<file path="src/rtl/source_line_feeder.sv">
// Normalises the source byte stream into one buffered line, then replays it as new_line + one strobe per char.
// Line emission starts one cycle after its terminator is accepted; byte_ready_out stays low outside FILL.
module source_line_feeder #(
   parameter int CHAR_PER_LINE = 64,
   parameter int LINE_W        = 16
) (
   input  logic              clk_in,
   input  logic              rst_in,
   input  logic              byte_valid_in,
   input  logic [7:0]        byte_in,
   output logic              byte_ready_out,
   output logic              new_line,
   output logic              new_character,
   output logic [7:0]        incoming_character,
   input  logic              inst_done_in,
   input  logic              inst_error_in,
   output logic [LINE_W-1:0] line_num_out,
   output logic              overflow_out,
   output logic              error_seen_out,
   output logic [LINE_W-1:0] error_line_out,
   output logic              finished_out
);
   localparam int LEN_W = $clog2(CHAR_PER_LINE + 1);
   localparam int IDX_W = (CHAR_PER_LINE > 1) ? $clog2(CHAR_PER_LINE) : 1;
   localparam logic [LEN_W-1:0] LEN_MAX = LEN_W'(CHAR_PER_LINE);

   typedef enum logic [2:0] {FILL, START, EMIT, WAIT, DONE} state_t;
   state_t state, state_nxt;

   logic [7:0]        line_buf [CHAR_PER_LINE];
   logic [LEN_W-1:0]  len, idx, ch_pos;
   logic              comment, pending, ovf, eot, running;
   logic [LINE_W-1:0] line_cnt, line_num, err_line;
   logic              err_seen, ovf_pulse;
   logic [7:0]        ch;
   logic              take, is_term, term, emit_go, char_in, room1, room2;
   logic              wr_sp, wr_ch, set_ovf, last;

   assign take    = byte_ready_out & byte_valid_in;
   assign is_term = (byte_in == 8'h0A) || (byte_in == 8'h04);
   assign term    = take && is_term;
   assign emit_go = term && !ovf && (len != '0);
   assign ch      = (byte_in == 8'h09) ? 8'h20 :
                    ((byte_in >= 8'h41) && (byte_in <= 8'h5A)) ? byte_in + 8'h20 : byte_in;
   assign last    = (idx == len - LEN_W'(1));

   // A deferred space and the character that releases it land in the same cycle.
   assign char_in = take && !is_term && (byte_in != 8'h0D) && !comment &&
                    (ch != 8'h23) && (ch != 8'h20) && !ovf;
   assign room1   = (len < LEN_MAX);
   assign room2   = (len < LEN_MAX - LEN_W'(1));
   assign wr_sp   = char_in && pending && room1;
   assign wr_ch   = char_in && (pending ? room2 : room1);
   assign set_ovf = char_in && !wr_ch;
   assign ch_pos  = pending ? len + LEN_W'(1) : len;

   always_ff @(posedge clk_in or negedge rst_in) begin
      if (!rst_in) state <= FILL;
      else         state <= state_nxt;
   end

   always_comb begin
      state_nxt      = state;
      byte_ready_out = 1'b0;
      new_line       = 1'b0;
      new_character  = 1'b0;
      finished_out   = 1'b0;
      case (state)
         FILL: begin
            byte_ready_out = running;
            if (emit_go)                         state_nxt = START;
            else if (term && byte_in == 8'h04)   state_nxt = DONE;
         end
         START: begin
            new_line  = 1'b1;
            state_nxt = EMIT;
         end
         EMIT: begin
            new_character = 1'b1;
            if (last) state_nxt = WAIT;
         end
         WAIT: begin
            if (inst_done_in || inst_error_in) state_nxt = eot ? DONE : FILL;
         end
         DONE:    finished_out = 1'b1;
         default: state_nxt = FILL;
      endcase
   end

   assign incoming_character = new_character ? line_buf[idx[IDX_W-1:0]] : 8'h00;

   always_ff @(posedge clk_in) begin
      if (wr_sp) line_buf[len[IDX_W-1:0]]    <= 8'h20;
      if (wr_ch) line_buf[ch_pos[IDX_W-1:0]] <= ch;
   end

   always_ff @(posedge clk_in or negedge rst_in) begin
      if (!rst_in) begin
         len       <= '0;
         idx       <= '0;
         comment   <= 1'b0;
         pending   <= 1'b0;
         ovf       <= 1'b0;
         eot       <= 1'b0;
         running   <= 1'b0;
         line_cnt  <= LINE_W'(1);
         line_num  <= '0;
         err_seen  <= 1'b0;
         err_line  <= '0;
         ovf_pulse <= 1'b0;
      end else begin
         running   <= 1'b1;
         ovf_pulse <= 1'b0;
         if (take && is_term) begin
            comment <= 1'b0;
            pending <= 1'b0;
            ovf     <= 1'b0;
            if (byte_in == 8'h0A && line_cnt != '1) line_cnt <= line_cnt + LINE_W'(1);
            if (byte_in == 8'h04) eot <= 1'b1;
            if (ovf) begin
               ovf_pulse <= 1'b1;
               len       <= '0;
               err_seen  <= 1'b1;
               if (!err_seen) err_line <= line_cnt;
            end else if (len != '0) begin
               line_num <= line_cnt;
            end
         end else if (take) begin
            if (byte_in != 8'h0D && !comment) begin
               if (ch == 8'h23)      comment <= 1'b1;
               else if (ch == 8'h20) begin
                  if (len != '0) pending <= 1'b1;
               end else              pending <= 1'b0;
            end
            len <= len + LEN_W'(wr_sp) + LEN_W'(wr_ch);
            ovf <= ovf | set_ovf;
         end
         if (state == START) idx <= '0;
         if (state == EMIT)  idx <= idx + LEN_W'(1);
         if (state == WAIT && (inst_done_in || inst_error_in)) begin
            len <= '0;
            if (inst_error_in) begin
               err_seen <= 1'b1;
               if (!err_seen) err_line <= line_num;
            end
         end
      end
   end

   assign line_num_out   = line_num;
   assign overflow_out   = ovf_pulse;
   assign error_seen_out = err_seen;
   assign error_line_out = err_line;
endmodule

</file>
<file path="config.mk">
export PLATFORM = sky130hd
export DESIGN_NAME = source_line_feeder
export DESIGN_NICKNAME = d
export VERILOG_FILES = /design/src/rtl/source_line_feeder.sv
export SDC_FILE = /design/constraint.sdc
export NUM_CORES = 1
export LEC_CHECK = 0
export BUFFER_PORTS_ARGS = -buffer_cell sky130_fd_sc_hd__buf_2
export CORE_ASPECT_RATIO = 1.5
export CORE_UTILIZATION = 25
export DETAILED_ROUTE_END_ITERATION = 6
export HOLD_SLACK_MARGIN = 0.06
export PLACE_DENSITY = 0.43
export SYNTH_ARGS = -nofsm -noshare
export SYNTH_HDL_FRONTEND = slang
export SYNTH_SLANG_ARGS = --single-unit
</file>
<file path="constraint.sdc">
create_clock -name clk_in -period 4.18 [get_ports clk_in]
set_clock_uncertainty 0.1 [all_clocks]
set_input_delay 0.627 -clock clk_in [delete_from_list [all_inputs] [get_ports clk_in]]
set_output_delay 0.627 -clock clk_in [all_outputs]
set_load 0.05 [all_outputs]
</file>
# Word-level counts from Yosys, hierarchy flattened
# Memory sizes are Yosys's and may differ from the RTL's.
# Index checks and enable logic that the tools add are counted.
# word_totals
reg_bits	72
wordCells	136
in_bits	13
ramBits	512
n_memories	1
# op_classes
eq_ne	20
n_reduce_logical	38
addsub	7
bitwise	4
n_mux	49
n_lt_le_gt_ge	4
# memory_table
name	depth	width	rd	rd_ports_with_merged_regs	write_ports	line_no	text
line_buf	64	8	1	0	2	30	logic [7:0] line_buf [CHAR_PER_LINE];
# ops
operator	count
$mux W16	6
$mux W7	6
$mux W1	27
$mux W8	3
$logic_and A1 B1 Y1	18
$add A16 B1 Y16 const B	1
$eq A8 B4 Y1 const B	2
$eq A8 B6 Y1 const B	2
$ne A16 B16 Y1 const B	1
$ne A8 B6 Y1 const B	2
$mux W3	5
$pmux W3 S5	1
$add A7 B1 Y7	2
$add A8 B6 Y8 const B	1
$eq A8 B3 Y1 const B	1
$ge A8 B7 Y1 const B	1
$le A8 B7 Y1 const B	1
$ne A8 B4 Y1 const B	1
$reduce_and A4 Y1	2
$reduce_bool A2 Y1	4
$add A7 B1 Y7 const B	1
$eq A7 B7 Y1	1
$lt A7 B6 Y1 const B	1
$lt A7 B7 Y1 const B	1
other kinds (20)	31

# Logic depth before layout (Yosys ltp)
# logic_depth
depth_word	16
depth_mapped	15

# Worst setup path after synthesis
# No wires, ideal clock.
# synth_timing
path_type	reg2reg
startpoint	reg len[0]
endpoint	mem line_buf[27][0], enable pin
slack_ps	249
period_less_slack_ps	3931
path_stages_with_launch	11
path_buffers	3
arrival_ps	3445
path_cell_list	dfrtp_1 clkbuf_1 clkbuf_1 inv_1 ha_1 nor4bb_1 o21ai_0 a21oi_1 clkbuf_1 nand2_1 a211oi_1
# synth_lines
element	line_no	text
from (decl)	31	logic [LEN_W-1:0] len, idx, ch_pos;
from (signal assigned)	135	len <= len + LEN_W'(wr_sp) + LEN_W'(wr_ch);
to (decl)	30	

# Worst setup path in the final report
# layout_timing
startpoint	reg idx[0]
endpoint	out incoming_character[6]
# layout_between
elab_chain_cells	2
# layout_lines
element	line_no	text
from (decl)	31	
from (signal assigned)	139	if (state == EMIT) idx <= idx + LEN_W'(1);
$mem_v2 Z64 W8	--	
$mux W8	90	assign incoming_character = new_character ? line_buf[idx[IDX_W-1:0]] : 8'h00;
to (decl)	14	output logic [7:0] incoming_character,
# No other way between the ends.

==> metrics.md <==
| Metric | Value |
|---|---|
| Pleak | around 9.8 nW |
| Vias in the first global route | 21900 |
| CP Cell Sequence | buf_12 > buf_6 > mux4_2 > a22oi_1 > nand2_1 > a22oi_1 > o21ai_1 > buf_12 |
| Critical Path Fanout Max | 16 |
| Syn nets | 2276 |
| Pin count of the biggest net entering global routing | 187 |
| Cell Area, Synth | 29400 µm² |
| Top cells by area, synth | edfxtp_1, mux4_2, nor4_1, dfrtp_1, nand2_1 |
| GRT Residual Overflow | 0 |
| Post-route minimum period | 4220 ps |
| Syn. warnings | 0 |
| Status | finished, violations left |
| Crit path required time | between 3000 and 4000 ps |
| Die ar. | between 100000 and 150000 µm² |
| Most frequent cells in the layout | edfxtp_1, nor4_1, buf_4 |
| Synth cell types | 72 |
| Power Density | 445 nW/µm² |
| Worst R2R Path Depth | 8 |
| Post-synth EDFFs | a little over 500 |
| Period utilization | 101% |
| HP Start | inst_error_in |
| Slowest cell on the critical path | mux4_2 |
| Die height | 422 µm |
| Hold Fails Final Rpt | 0 |
| Flop-to-flop setup slack | 420 ps |
| Failing checks | negative setup slack |
| Reg clk slew, reported paths | 70 ps |
| Worst setup margin | -43.8 ps |
| Avg WL per Cell | 27.0 µm |
| R2R Path End | line_buf[36][1]$_SDFFCE_PN0P_ |
| Starting DRT DRC Count | 1917 |
| WHS Endpoint | error_seen_out$_DFF_PN0_ |
| Global router's overall resource usage | 17.9% |
| Htree depth | 2 |
| Startpoint Class | register |
| Yosys top cell area share | 52.2% |
| Placer Congestion | 0.882 |
| Fmax | between 200 and 250 MHz |
| Hold WC Path Type | input port to register |
| Register bit total from synthesis | about 580 |
| Placed cells | 3877 |
| Setup_tns | -43.8 ps |
| Final HPWL from detailed placement | 75.3 mm |
| Synth async-reset ratio | between 10% and 20% |
| Worst Hold Path Cells | 2 |
| # port buffers | 58 |
| # DRC | 0 |
| Final setup viols | 1 |
| Clock tree buffer depth | 3 |
| Clk sinks | 584 |
| DRT Wirelength | 108 mm |
| Post-route antenna net violation count | 0 |
| Tightest Pin Transition | 1310 ps |
| RSZ-0062 raised after global routing | false |
| CORE AREA | 116000 µm² |
| Most common cell after layout, fill and taps aside | edfxtp_1 |
| Max-slew violation count | 0 |
| Max Cap Viol | 0 |
| Layout Nets | 2409 |
| Initial Utilization | 25.3% |
| Via count | ~21000 |
| Clk Tree Root Cell | clkbuf_16 |
| Hold Worst Slack | 182 ps |
| Share of the yosys chip area belonging to registers | a little under 60% |
| Non-Filler Instances | between 3000 and 4000 |
| Share of layout cells above drive strength 1 | 27.3% |
| Num ports | 59 |
| VDD IR-drop max | approximately 310 µV |
| Worst Path Arrival | 3500 ps |
| Num CTS Buffers | 55 |
| CP peak stage delay | ~520 ps |
| Row cnt | around 150 |
| Initial antenna violation count | 0 |
| Die W | 282 µm |
| Pre-CTS setup slack | 97.5 ps |
| Main flop type after synthesis | edfxtp_1 |
| Crit Path Class | register to primary output |
| CTS tree | yes |
| Area leader, netlist | edfxtp_1 |
| Worst-skew pair later-pin latency | 640 ps |
| Syn_area_per_cell | approximately 13 µm² |
| Cells after Synth | 2255 |
| Vias per cell | 5.38 |
| Crit end category | primary output |
| Slew Limit Headroom | 12.2% |
| Reg-to-reg startpoint | len[1]$_DFFE_PN0P_ |
| First-pass GRT wire length | 156 mm |
| Pre-antenna DRT Iters | 5 |
| Layout Area Growth over Synthesis | 18.2% |
## state kept, by name, summed over array words and instances, names as in the netlist, 3 cells and up
register	cells
error_line_out	16
idx	7
line_buf	512
state	3
line_cnt	16
line_num_out	16
len	7
## logic make-up (layout without fill, tap and decap cells)
kind of cell | count (synthesis) | after routing | share of synthesized area (%)
compound gates | 251 | 251 | 6.01
xor+xnor | 30 | 30 | 0.893
fa+ha+maj | 8 | 8 | 0.366
buf+inv | 276 | 453 | 4.45
flops | 584 | 584 | 58.4
mux | 159 | 159 | 10.6
other cells | 1 | 2 | 0.0127
simple gates | 946 | 946 | 19.3
## routing by layer
metal / share of wire (%) / track usage [%]
met4: 5.4 / 9.00
met3: 4.4 / 1.92
met2: 53 / 32.8
met5: 0 / 0
met1: 37 / 20.4
## per-stage QoR
stage          utilization, %  total power, mW  cell area, µm²
3_3_place_gp             28.2             10.3           32800
3_5_place_dp             28.2             10.3           32800
2_1_floorplan               -             8.65           29400
5_1_grt                  29.9             15.9           34800
4_1_cts                  29.8             15.6           34700
6_report                 29.9             15.5           34800
## worst max-delay path: cells and delay by family, from the launching register on
family | cells | cell delay (ps)
AO/OA/AOI/OAI | 3 | 1050
flip-flops | 1 | 470
multiplexers | 1 | 520
AND/OR/NAND/NOR | 1 | 100
buffers and inverters | 3 | 670
## where the power goes
part,switching (mW),total (mW),internal (mW),leakage (nW)
registers,0.141,6.45,6.31,5.10
logic,2.37,3.77,1.40,3.83
clock network,2.35,5.26,2.91,0.897
## final cells by class
class	count	area [µm²]
Clock inverter	37	352
Clock buffer	64	1480
Tap cell	1550	1940
Sequential cell	584	17200
Timing Repair Buffer	332	2680
Antenna cell	1	2.50
Inverter	20	75.1
Fill cell	11900	81600
Multi-Input combinational cell	1395	11100
## cell usage after synthesis (22+ instances only)
| library cell | instances |
|---|---|
| clkbuf_1 | 120 |
| nor2_1 | 32 |
| nor4_2 | 64 |
| nor4_1 | 393 |
| buf_2 | 87 |
| dfrtp_1 | 71 |
| buf_1 | 26 |
| a22oi_1 | 43 |
| mux4_2 | 121 |
| nor2b_1 | 29 |
| a21oi_1 | 22 |
| nand2_1 | 230 |
| xnor2_1 | 22 |
| nand4_1 | 75 |
| a211oi_1 | 77 |
| o21ai_0 | 44 |
| edfxtp_1 | 512 |
| nor3_1 | 35 |
## worst max path at each step
stage | startpoint | endpoint | slack (ps) | cells after the start
after floorplan | len[0]$_DFFE_PN0P_ | line_buf[27][0]$_SDFFCE_PN0P_ | 250 | 10
final | idx[0]$_DFFE_PN0N_ | incoming_character[6] | -40 | 8
after global placement | byte_in[0] | line_buf[62][3]$_SDFFCE_PN0P_ | 190 | 8
after global routing | idx[0]$_DFFE_PN0N_ | incoming_character[0] | 2 | 7
after detailed placement | byte_in[0] | line_buf[32][0]$_SDFFCE_PN0P_ | 100 | 8
after CTS | idx[0]$_DFFE_PN0N_ | incoming_character[4] | 20 | 9
## timing repair
item | in CTS | in global routing
hold buffers | 1 | 0
setup endpoints to repair | 8 | 7
buffers inserted | 0 | 2
resized for setup | 13 | 6
hold endpoints to repair | 8 | 0
cloned | 0 | 0
Note: power is estimated with default switching activity, not from simulation.
